File: src/rtl/kcuart_rx_if.sv
// Serial line, frame configuration and received-byte bus of the kcuart receiver.
// The line side (master) drives config and serial input; the receiver (slave) drives results.
interface kcuart_rx_if;
  logic       msb_first_i;
  logic       parity_en_i;
  logic       start_polarity_i;
  logic       serial_in_i;
  logic       en_16x_baud_i;
  logic [7:0] data_out_o;
  logic       data_valid_o;
  logic       parity_err_o;
  logic       frame_err_o;
  logic       busy_o;

  modport master (
    output msb_first_i,
    output parity_en_i,
    output start_polarity_i,
    output serial_in_i,
    output en_16x_baud_i,
    input  data_out_o,
    input  data_valid_o,
    input  parity_err_o,
    input  frame_err_o,
    input  busy_o
  );

  modport slave (
    input  msb_first_i,
    input  parity_en_i,
    input  start_polarity_i,
    input  serial_in_i,
    input  en_16x_baud_i,
    output data_out_o,
    output data_valid_o,
    output parity_err_o,
    output frame_err_o,
    output busy_o
  );
endinterface

File: src/rtl/kcuart_rx.sv
// Compact 16x-oversampling UART receiver: start/data/parity/stop validation, one strobe per frame.
// Optional build macro KCUART_RX_MAJORITY_VOTE_EN: 2-of-3 vote around SAMPLE_POINT, decisions at SAMPLE_POINT+1.
module kcuart_rx #(
  parameter int SAMPLE_POINT = 7
) (
  input  logic       clk,
  input  logic       rst,
  kcuart_rx_if.slave bus
);

`ifdef KCUART_RX_MAJORITY_VOTE_EN
  localparam logic [3:0] LP_DECIDE_TICK = 4'(SAMPLE_POINT + 1);
`else
  localparam logic [3:0] LP_DECIDE_TICK = 4'(SAMPLE_POINT);
`endif

  typedef enum logic [2:0] {
    ST_IDLE      = 3'd0,
    ST_START     = 3'd1,
    ST_DATA      = 3'd2,
    ST_PARITY    = 3'd3,
    ST_STOP      = 3'd4,
    ST_WAIT_IDLE = 3'd5
  } state_t;

  function automatic logic f_even_parity(input logic [7:0] d);
    return ^d;
  endfunction

  function automatic logic f_maj3(input logic a, input logic b, input logic c);
    return (a & b) | (a & c) | (b & c);
  endfunction

  state_t     r_state, w_state_n;
  logic       r_sync1, r_sync2;
  logic [3:0] r_baud_cnt, w_baud_cnt_n;
  logic [2:0] r_bit_idx, w_bit_idx_n;
  logic [7:0] r_shift, w_shift_n;
  logic       r_par_err, w_par_err_n;
  logic       r_msb_first, w_msb_first_n;
  logic       r_parity_en, w_parity_en_n;
  logic       r_start_pol, w_start_pol_n;
  logic [7:0] r_data_out, w_data_out_n;
  logic       r_parity_err, w_parity_err_n;
  logic       r_frame_err, w_frame_err_n;
  logic       r_busy, w_busy_n;
  logic       r_data_valid;
  logic       w_strobe;
  logic       w_decide;
  logic       w_bit;
  logic [2:0] w_wr_idx;

`ifdef KCUART_RX_MAJORITY_VOTE_EN
  logic [1:0] r_hist;

  // Samples from the two ticks before the decision tick, for the vote.
  always_ff @(posedge clk) begin
    if (rst) begin
      r_hist <= {2{~bus.start_polarity_i}};
    end else if (bus.en_16x_baud_i) begin
      r_hist <= {r_hist[0], r_sync2};
    end
  end

  assign w_bit = f_maj3(r_hist[1], r_hist[0], r_sync2);
`else
  assign w_bit = r_sync2;
`endif

  // Two-flop synchronizer; reset to the idle (stop) level so no false start follows reset.
  always_ff @(posedge clk) begin
    if (rst) begin
      r_sync1 <= ~bus.start_polarity_i;
      r_sync2 <= ~bus.start_polarity_i;
    end else begin
      r_sync1 <= bus.serial_in_i;
      r_sync2 <= r_sync1;
    end
  end

  assign w_decide = (r_baud_cnt == LP_DECIDE_TICK);
  assign w_wr_idx = r_msb_first ? (3'd7 - r_bit_idx) : r_bit_idx;

  // Next-state and next-value logic, evaluated for the current en tick.
  always_comb begin
    w_state_n      = r_state;
    w_baud_cnt_n   = r_baud_cnt + 4'd1;
    w_bit_idx_n    = r_bit_idx;
    w_shift_n      = r_shift;
    w_par_err_n    = r_par_err;
    w_msb_first_n  = r_msb_first;
    w_parity_en_n  = r_parity_en;
    w_start_pol_n  = r_start_pol;
    w_data_out_n   = r_data_out;
    w_parity_err_n = r_parity_err;
    w_frame_err_n  = r_frame_err;
    w_busy_n       = r_busy;
    w_strobe       = 1'b0;

    case (r_state)
      ST_IDLE: begin
        w_baud_cnt_n = 4'd0;
        if (r_sync2 == bus.start_polarity_i) begin
          w_state_n     = ST_START;
          w_busy_n      = 1'b1;
          w_bit_idx_n   = 3'd0;
          w_par_err_n   = 1'b0;
          w_msb_first_n = bus.msb_first_i;
          w_parity_en_n = bus.parity_en_i;
          w_start_pol_n = bus.start_polarity_i;
        end else begin
          w_state_n = ST_IDLE;
        end
      end

      ST_START: begin
        if (w_decide && (w_bit != r_start_pol)) begin
          w_state_n    = ST_IDLE;
          w_busy_n     = 1'b0;
          w_baud_cnt_n = 4'd0;
        end else if (r_baud_cnt == 4'd15) begin
          w_state_n   = ST_DATA;
          w_bit_idx_n = 3'd0;
        end else begin
          w_state_n = ST_START;
        end
      end

      ST_DATA: begin
        if (w_decide) begin
          w_shift_n[w_wr_idx] = w_bit;
        end else begin
          w_shift_n = r_shift;
        end
        if (r_baud_cnt == 4'd15) begin
          w_bit_idx_n = r_bit_idx + 3'd1;
          if (r_bit_idx == 3'd7) begin
            w_state_n = r_parity_en ? ST_PARITY : ST_STOP;
          end else begin
            w_state_n = ST_DATA;
          end
        end else begin
          w_state_n = ST_DATA;
        end
      end

      ST_PARITY: begin
        if (w_decide) begin
          w_par_err_n = (w_bit != f_even_parity(r_shift));
        end else begin
          w_par_err_n = r_par_err;
        end
        if (r_baud_cnt == 4'd15) begin
          w_state_n = ST_STOP;
        end else begin
          w_state_n = ST_PARITY;
        end
      end

      // Leaving at mid-stop lets the next start edge be caught right after the stop bit.
      ST_STOP: begin
        if (w_decide) begin
          w_strobe       = 1'b1;
          w_data_out_n   = r_shift;
          w_parity_err_n = r_par_err;
          w_frame_err_n  = (w_bit == r_start_pol);
          w_busy_n       = 1'b0;
          w_baud_cnt_n   = 4'd0;
          w_state_n      = (w_bit == r_start_pol) ? ST_WAIT_IDLE : ST_IDLE;
        end else begin
          w_state_n = ST_STOP;
        end
      end

      ST_WAIT_IDLE: begin
        w_baud_cnt_n = 4'd0;
        if (r_sync2 != r_start_pol) begin
          w_state_n = ST_IDLE;
        end else begin
          w_state_n = ST_WAIT_IDLE;
        end
      end

      default: begin
        w_state_n    = ST_IDLE;
        w_busy_n     = 1'b0;
        w_baud_cnt_n = 4'd0;
      end
    endcase
  end

  // Frame state, counters and result registers advance only on en ticks.
  always_ff @(posedge clk) begin
    if (rst) begin
      r_state      <= ST_IDLE;
      r_baud_cnt   <= 4'd0;
      r_bit_idx    <= 3'd0;
      r_shift      <= 8'h00;
      r_par_err    <= 1'b0;
      r_msb_first  <= 1'b0;
      r_parity_en  <= 1'b0;
      r_start_pol  <= 1'b0;
      r_data_out   <= 8'h00;
      r_parity_err <= 1'b0;
      r_frame_err  <= 1'b0;
      r_busy       <= 1'b0;
    end else if (bus.en_16x_baud_i) begin
      r_state      <= w_state_n;
      r_baud_cnt   <= w_baud_cnt_n;
      r_bit_idx    <= w_bit_idx_n;
      r_shift      <= w_shift_n;
      r_par_err    <= w_par_err_n;
      r_msb_first  <= w_msb_first_n;
      r_parity_en  <= w_parity_en_n;
      r_start_pol  <= w_start_pol_n;
      r_data_out   <= w_data_out_n;
      r_parity_err <= w_parity_err_n;
      r_frame_err  <= w_frame_err_n;
      r_busy       <= w_busy_n;
    end
  end

  // Single-clock strobe in the cycle after the stop decision tick.
  always_ff @(posedge clk) begin
    if (rst) begin
      r_data_valid <= 1'b0;
    end else begin
      r_data_valid <= w_strobe & bus.en_16x_baud_i;
    end
  end

  assign bus.data_out_o   = r_data_out;
  assign bus.data_valid_o = r_data_valid;
  assign bus.parity_err_o = r_parity_err;
  assign bus.frame_err_o  = r_frame_err;
  assign bus.busy_o       = r_busy;

endmodule
File: src/flat_wrapper.sv
// flat-port wrapper written by rule: the top's interface ports become plain ports
module kcuart_rx_flat 
#(
  parameter int SAMPLE_POINT = 7
)
  (clk, rst, bus_msb_first_i, bus_parity_en_i, bus_start_polarity_i, bus_serial_in_i, bus_en_16x_baud_i, bus_data_out_o, bus_data_valid_o, bus_parity_err_o, bus_frame_err_o, bus_busy_o);
  kcuart_rx_if bus_i ();
  input  logic clk;
  input  logic rst;
  input wire logic [$bits(bus_i.msb_first_i)-1:0] bus_msb_first_i;
  input wire logic [$bits(bus_i.parity_en_i)-1:0] bus_parity_en_i;
  input wire logic [$bits(bus_i.start_polarity_i)-1:0] bus_start_polarity_i;
  input wire logic [$bits(bus_i.serial_in_i)-1:0] bus_serial_in_i;
  input wire logic [$bits(bus_i.en_16x_baud_i)-1:0] bus_en_16x_baud_i;
  output wire logic [$bits(bus_i.data_out_o)-1:0] bus_data_out_o;
  output wire logic [$bits(bus_i.data_valid_o)-1:0] bus_data_valid_o;
  output wire logic [$bits(bus_i.parity_err_o)-1:0] bus_parity_err_o;
  output wire logic [$bits(bus_i.frame_err_o)-1:0] bus_frame_err_o;
  output wire logic [$bits(bus_i.busy_o)-1:0] bus_busy_o;
  assign bus_i.msb_first_i = bus_msb_first_i;
  assign bus_i.parity_en_i = bus_parity_en_i;
  assign bus_i.start_polarity_i = bus_start_polarity_i;
  assign bus_i.serial_in_i = bus_serial_in_i;
  assign bus_i.en_16x_baud_i = bus_en_16x_baud_i;
  assign bus_data_out_o = bus_i.data_out_o;
  assign bus_data_valid_o = bus_i.data_valid_o;
  assign bus_parity_err_o = bus_i.parity_err_o;
  assign bus_frame_err_o = bus_i.frame_err_o;
  assign bus_busy_o = bus_i.busy_o;
  kcuart_rx #(.SAMPLE_POINT(SAMPLE_POINT)) u_core (.clk(clk), .rst(rst), .bus(bus_i));
endmodule
File: config.mk
export PLATFORM = sky130hd
export DESIGN_NAME = kcuart_rx_flat
export DESIGN_NICKNAME = d
export VERILOG_FILES = /design/src/rtl/kcuart_rx_if.sv /design/src/rtl/kcuart_rx.sv /design/src/flat_wrapper.sv
export SDC_FILE = /design/constraint.sdc
export NUM_CORES = 1
export LEC_CHECK = 0
export ABC_CLOCK_PERIOD_IN_PS = 4800
export CAP_MARGIN = 10
export CORE_MARGIN = 2
export CORE_UTILIZATION = 55
export DETAILED_ROUTE_END_ITERATION = 6
export HOLD_SLACK_MARGIN = 0.05
export PLACE_DENSITY_LB_ADDON = 0.15
export SETUP_SLACK_MARGIN = 0.15
export SLEW_MARGIN = 20
export SYNTH_ARGS = -nofsm -noshare
export SYNTH_HDL_FRONTEND = slang
export SYNTH_SLANG_ARGS = --single-unit
File: constraint.sdc
create_clock -name clk -period 4.8 [get_ports clk]
set_input_delay 1.2 -clock clk [delete_from_list [all_inputs] [get_ports clk]]
set_output_delay 1.2 -clock clk [all_outputs]
set_load 0.02 [all_outputs]
Yosys cells after proc, flatten, opt, wreduce, memory -nomap -nowiden
Index checks and enable logic that the tools add are counted.
{ "word_totals": {"regBits": 36, "in_bits": 7, "elab_cells": 90} }
{ "op_classes": {"n_addsub": 3, "n_lt_le_gt_ge": 2, "n_eq_ne": 19, "muxes": 34, "bitwise": 3, "reduce_logical": 14} }
{ "ops": {"columns": ["op", "n"], "rows": [
  ["$mux W3", 13],
  ["$pmux W3 S6", 1],
  ["$ne A2 B1 Y1 const B", 6],
  ["$pmux W4 S3", 1],
  ["$mux W1", 11],
  ["$eq A3 B3 Y1 const B", 3],
  ["$pmux W3 S3", 1],
  ["$reduce_and A3 Y1", 3],
  ["$bwmux W8", 1],
  ["$mux W4", 2],
  ["$reduce_xor A8 Y1", 1],
  ["$eq A3 B2 Y1 const B", 2],
  ["$reduce_and A6 Y1", 1],
  ["$reduce_and A5 Y1", 1],
  ["$add A4 B1 Y4 const B", 1],
  ["$eq A4 B3 Y1 const B", 1],
  ["$eq A4 B4 Y1 const B", 1],
  ["$lt A3 B4 Y1 const B", 1],
  ["$pmux W1 S4", 1],
  ["$reduce_and A4 Y1", 1],
  ["$add A3 B1 Y3 const B", 1],
  ["$demux W1 S3", 1],
  ["$eq A3 B1 Y1 const B", 1],
  ["$ge A3 B1 Y1 const B", 1],
  ["14 further kinds", 18]
]} }

Logic depth before layout (Yosys ltp)
{ "logic_depth": {"depth_word": 7, "depth_mapped": 7, "mapped_depth_nobuf": 7} }

Worst setup path before layout
No wires, ideal clock.
{ "synth_path": {"path_kind": "input to register", "startpoint": "in bus_start_polarity_i", "endpoint": "reg u_core.r_bit_idx[0]", "setup_time_ns": 0.071, "arrival_time_ns": 2.079, "required_ns": 4.729, "slack_ns": 2.650, "cell_stages": 5, "path_buffers": 0, "path_cell_list": "xnor2_1 o2bb2ai_1 nand2_1 or3_1 a21oi_1"} }
{ "synth_between": {"elab_chain_len": 3} }
{ "synth_lines": {"columns": ["item", "line", "text"], "rows": [
  ["start, declared", "flat_wrapper.sv:12", "input wire logic [$bits(bus_i.start_polarity_i)-1:0] bus_start_polarity_i;"],
  ["$eq A1 B1 Y1", "kcuart_rx.sv:103", "if (r_sync2 == bus.start_polarity_i) begin"],
  ["$ne A2 B1 Y1 (no line)", null, null],
  ["$reduce_and A6 Y1 (no line)", null, null],
  ["end signal, assigned", "kcuart_rx.sv:210", "r_bit_idx <= w_bit_idx_n;"],
  ["end, declared", "kcuart_rx.sv:37", "logic [2:0] r_bit_idx, w_bit_idx_n;"]
]} }
No other way between the ends.
A chain may end at the register's enable or synchronous reset.

Worst setup path after layout
{ "layout_path": {"startpoint": "in bus_en_16x_baud_i", "endpoint": "reg u_core.r_data_out[7] (netlist: u_core.bus.data_out_o[7])"} }
{ "layout_between": {"elab_chain_len": 1} }
{ "layout_lines": {"columns": ["item", "line", "text"], "rows": [
  ["start, declared", "flat_wrapper.sv:14", "input wire logic [$bits(bus_i.en_16x_baud_i)-1:0] bus_en_16x_baud_i;"],
  ["$reduce_and A3 Y1 (no line)", null, null],
  ["end signal, assigned", "kcuart_rx.sv:216", "r_data_out <= w_data_out_n;"],
  ["end, declared", "kcuart_rx.sv:43", "logic [7:0] r_data_out, w_data_out_n;"]
]} }
No other way between the ends.

==> flow_summary.yaml <==
grt:
  grt_pass1_wl_um: 6720
  antenna_found_initial: 0
  overflow: 0
  first_global_vias: 1500
  grt_util_all_layers_pct: 21.3
  grt_max_degree: 35
clock_network:
  cts_tree: "done"
  clkSinkCount: 36
  cts-htree-levels: 2
  clock_path_buffers: 2
  clk_latency_ns: 0.35
  postCtsSetupBuffers: 0
  cts_resized: 0
  cts_hold_buf: 0
  numCtsBuffers: 5
  clk_pin_slew_ns: 0.11
  root_buffer: "clkbuf_4"
floorplan:
  core_area_um2: 3340
  die_h_um: 62.8
  io-pin-count: 19
  fp-row-count: 21
  die_w_um: 62.8
  initial_core_util_pct: 57.0
  die-area_um2: 3940
synthesis:
  yosys.area.top_type: "dfxtp_1"
  synth_seq_cells: 36
  ys_warn_count: 0
  synth.avg_cell_area_um2: 8.84
  synth_cell_types: 48
  yosysMostFrequentCell: "dfxtp_1"
  synth.net_count: 225
  synthCells: 215
  synth_common_cells: "dfxtp_1 (36), nor2_1 (27), mux2i_1 (20)"
  synthTopCellsByArea: "dfxtp_1 (38%), mux2i_1 (11%), nor2_1 (5.3%), nand2_1 (3.4%), nand2b_1 (3.3%)"
  netlist_area_um2: 1900
  ys_seq_area_share_pct: 37.9
  synthDominantCellAreaShare_pct: 37.9
  synth_edf_count: 0
  synth_ff_type: "dfxtp_1"
  async_reset_ff_share_pct: 0
detailed_routing:
  drt_wl_total_um: 3800
  vias: 1597
  drtPass1Iterations: 4
  via_per_inst: 5.74
  antenna_left: 0
  drtIter0Drc: 144
  drc: 0
  avgRoutedWirePerCell_um: 13.7
placement:
  dp_hpwl_um: 2720
  port_buffers: 18
  pre_cts_ws_ns: 1.69
  place_congestion: 0.822
setup_path:
  crit_fanout: 17
  reg2regPathDepth: 5
  rrSetupSlack_ns: 3.02
  path_class: "in2reg"
  worstPathRequired_ns: 5.03
  crit_arrival_ns: 2.97
  reg2reg_from: "u_core.r_sync2"
  startpoint_type: "primary input"
  reg2reg_to: "u_core.r_bit_idx[0]"
  endpoint_kind: "flip-flop"
cells_and_area:
  num-nets-final: 241
  fill_cells: 306
  area_growth_pct: 11.2
  drive_gt1_share_pct: 7.76
  multiInputGateArea_um2: 1070
  seqCellArea_um2: 721
  n_antenna_cell: 0
timing:
  slew_headroom_pct: 63.0
  tns_ns: 0
  final.min_clock_period_ns: 2.74
  drv_slew: 0
  fmax_mhz: 365
  skew_ns: 0.0197
  worst_pin_slew_ns: 0.555
  setup_viol: 0
  setup_slack_ns: 2.06
  rsz0062_at_grt: "no"
  hold_viol: 0
  min_period_over_period_pct: 57.1
outcome:
  status: "completed"
run:
  max_cap_violations: 0
pwr:
  power_density_nw_per_um2: 253
  vdd_drop_max_mv: 0.194
  power_leakage_nw: 0.785
hold_path:
  hp-start: "u_core.r_sync1"
  holdPathStages: 2
  hold_end: "u_core.r_sync2"
  hold_path_class: "reg2reg"
==> state kept, by name (all words and copies together), names as in the netlist <==
name                     count
u_core.bus.data_out_o        8
u_core.r_shift               8
u_core.r_baud_cnt            4
u_core.r_bit_idx             3
u_core.r_state               3
u_core.bus.busy_o            1
u_core.bus.data_valid_o      1
u_core.bus.frame_err_o       1
u_core.bus.parity_err_o      1
u_core.r_msb_first           1
u_core.r_par_err             1
u_core.r_parity_en           1
u_core.r_start_pol           1
u_core.r_sync1               1
u_core.r_sync2               1
==> layout by cell type (no fill, tap or decap), drive strengths merged, types with 2 or more instances in the layout <==
| master | instances |
|---|---|
| nor2 | 29 |
| nor3 | 3 |
| xor2 | 2 |
| clkbuf | 5 |
| or2 | 2 |
| nand3 | 7 |
| nand2b | 10 |
| a31oi | 3 |
| a21boi | 3 |
| o22ai | 9 |
| and2 | 2 |
| nand2 | 17 |
| ha | 3 |
| xnor2 | 7 |
| a311oi | 2 |
| dfxtp | 36 |
| clkinv | 3 |
| nand4b | 3 |
| o21ai | 9 |
| inv | 5 |
| mux2i | 20 |
| clkdlybuf4s50 | 18 |
| a21oi | 12 |
==> worst max-delay path by stage <==
stage	start	end	slack, ns	depth (start not counted)
3_5_place_dp	bus_en_16x_baud_i	u_core.bus.data_out_o[5]	1.69	5
3_3_place_gp	bus_en_16x_baud_i	u_core.bus.data_out_o[4]	1.74	5
5_1_grt	bus_en_16x_baud_i	u_core.bus.data_out_o[7]	1.88	5
4_1_cts	bus_en_16x_baud_i	u_core.bus.frame_err_o	2.06	5
2_1_floorplan	bus_start_polarity_i	u_core.r_bit_idx[0]	2.65	5
6_report	bus_en_16x_baud_i	u_core.bus.data_out_o[7]	2.06	5
==> power by group <==
part	leakage (nW)	switching, W	internal [W]
Clock	0.0349	0.000106	0.0000562
Combinational	0.459	0.0000306	0.0000272
Sequential	0.291	0.0000108	0.000305
Total	0.785	0.000147	0.000388
==> kinds of logic after synthesis <==
group	after synthesis	share of synthesized area, %
xor+xnor	10	5.33
mux	20	10.5
flops	36	37.9
compound gates	48	15.9
simple gates	83	22.7
buf+inv	15	5.66
fa+ha+maj	3	1.98
==> routing by layer <==
layer | wire length, um | track usage [%] | share of wire [%]
met1 | 1790 | 26.2 | 47
met2 | 1790 | 35.5 | 47
met3 | 180 | 7.03 | 4.7
met4 | 35 | 6.67 | 0.92
met5 | 0 | 0 | 0
==> layout make-up <==
class	count	share of cell area [%]
clock buffer	5	1.78
clock inverter	3	0.888
inverter	5	0.888
multi-input combinational	164	50.7
sequential	36	34.1
tap	46	2.72
timing repair buffer	19	8.88
==> through the flow <==
stage               util (%)  instance area [um2]  cells  hold slack, ns  total power (W)
floorplan                  -                 1900    215           0.426         0.000365
global placement        61.6                 2060    270           0.444         0.000376
detailed placement      61.6                 2060    270           0.440         0.000379
CTS                     63.3                 2110    278           0.465         0.000540
global route            63.3                 2110    278           0.513         0.000562
finish                  63.3                 2110    278           0.462         0.000535
==> worst max-delay path, stage by stage <==
cell and delay [ns]:
clkdlybuf4s50_1 0.76, nand4b_1 0.33, nor2_4 0.39, mux2i_1 0.23, nor2_1 0.05
Note: power is estimated with default switching activity, not from simulation.
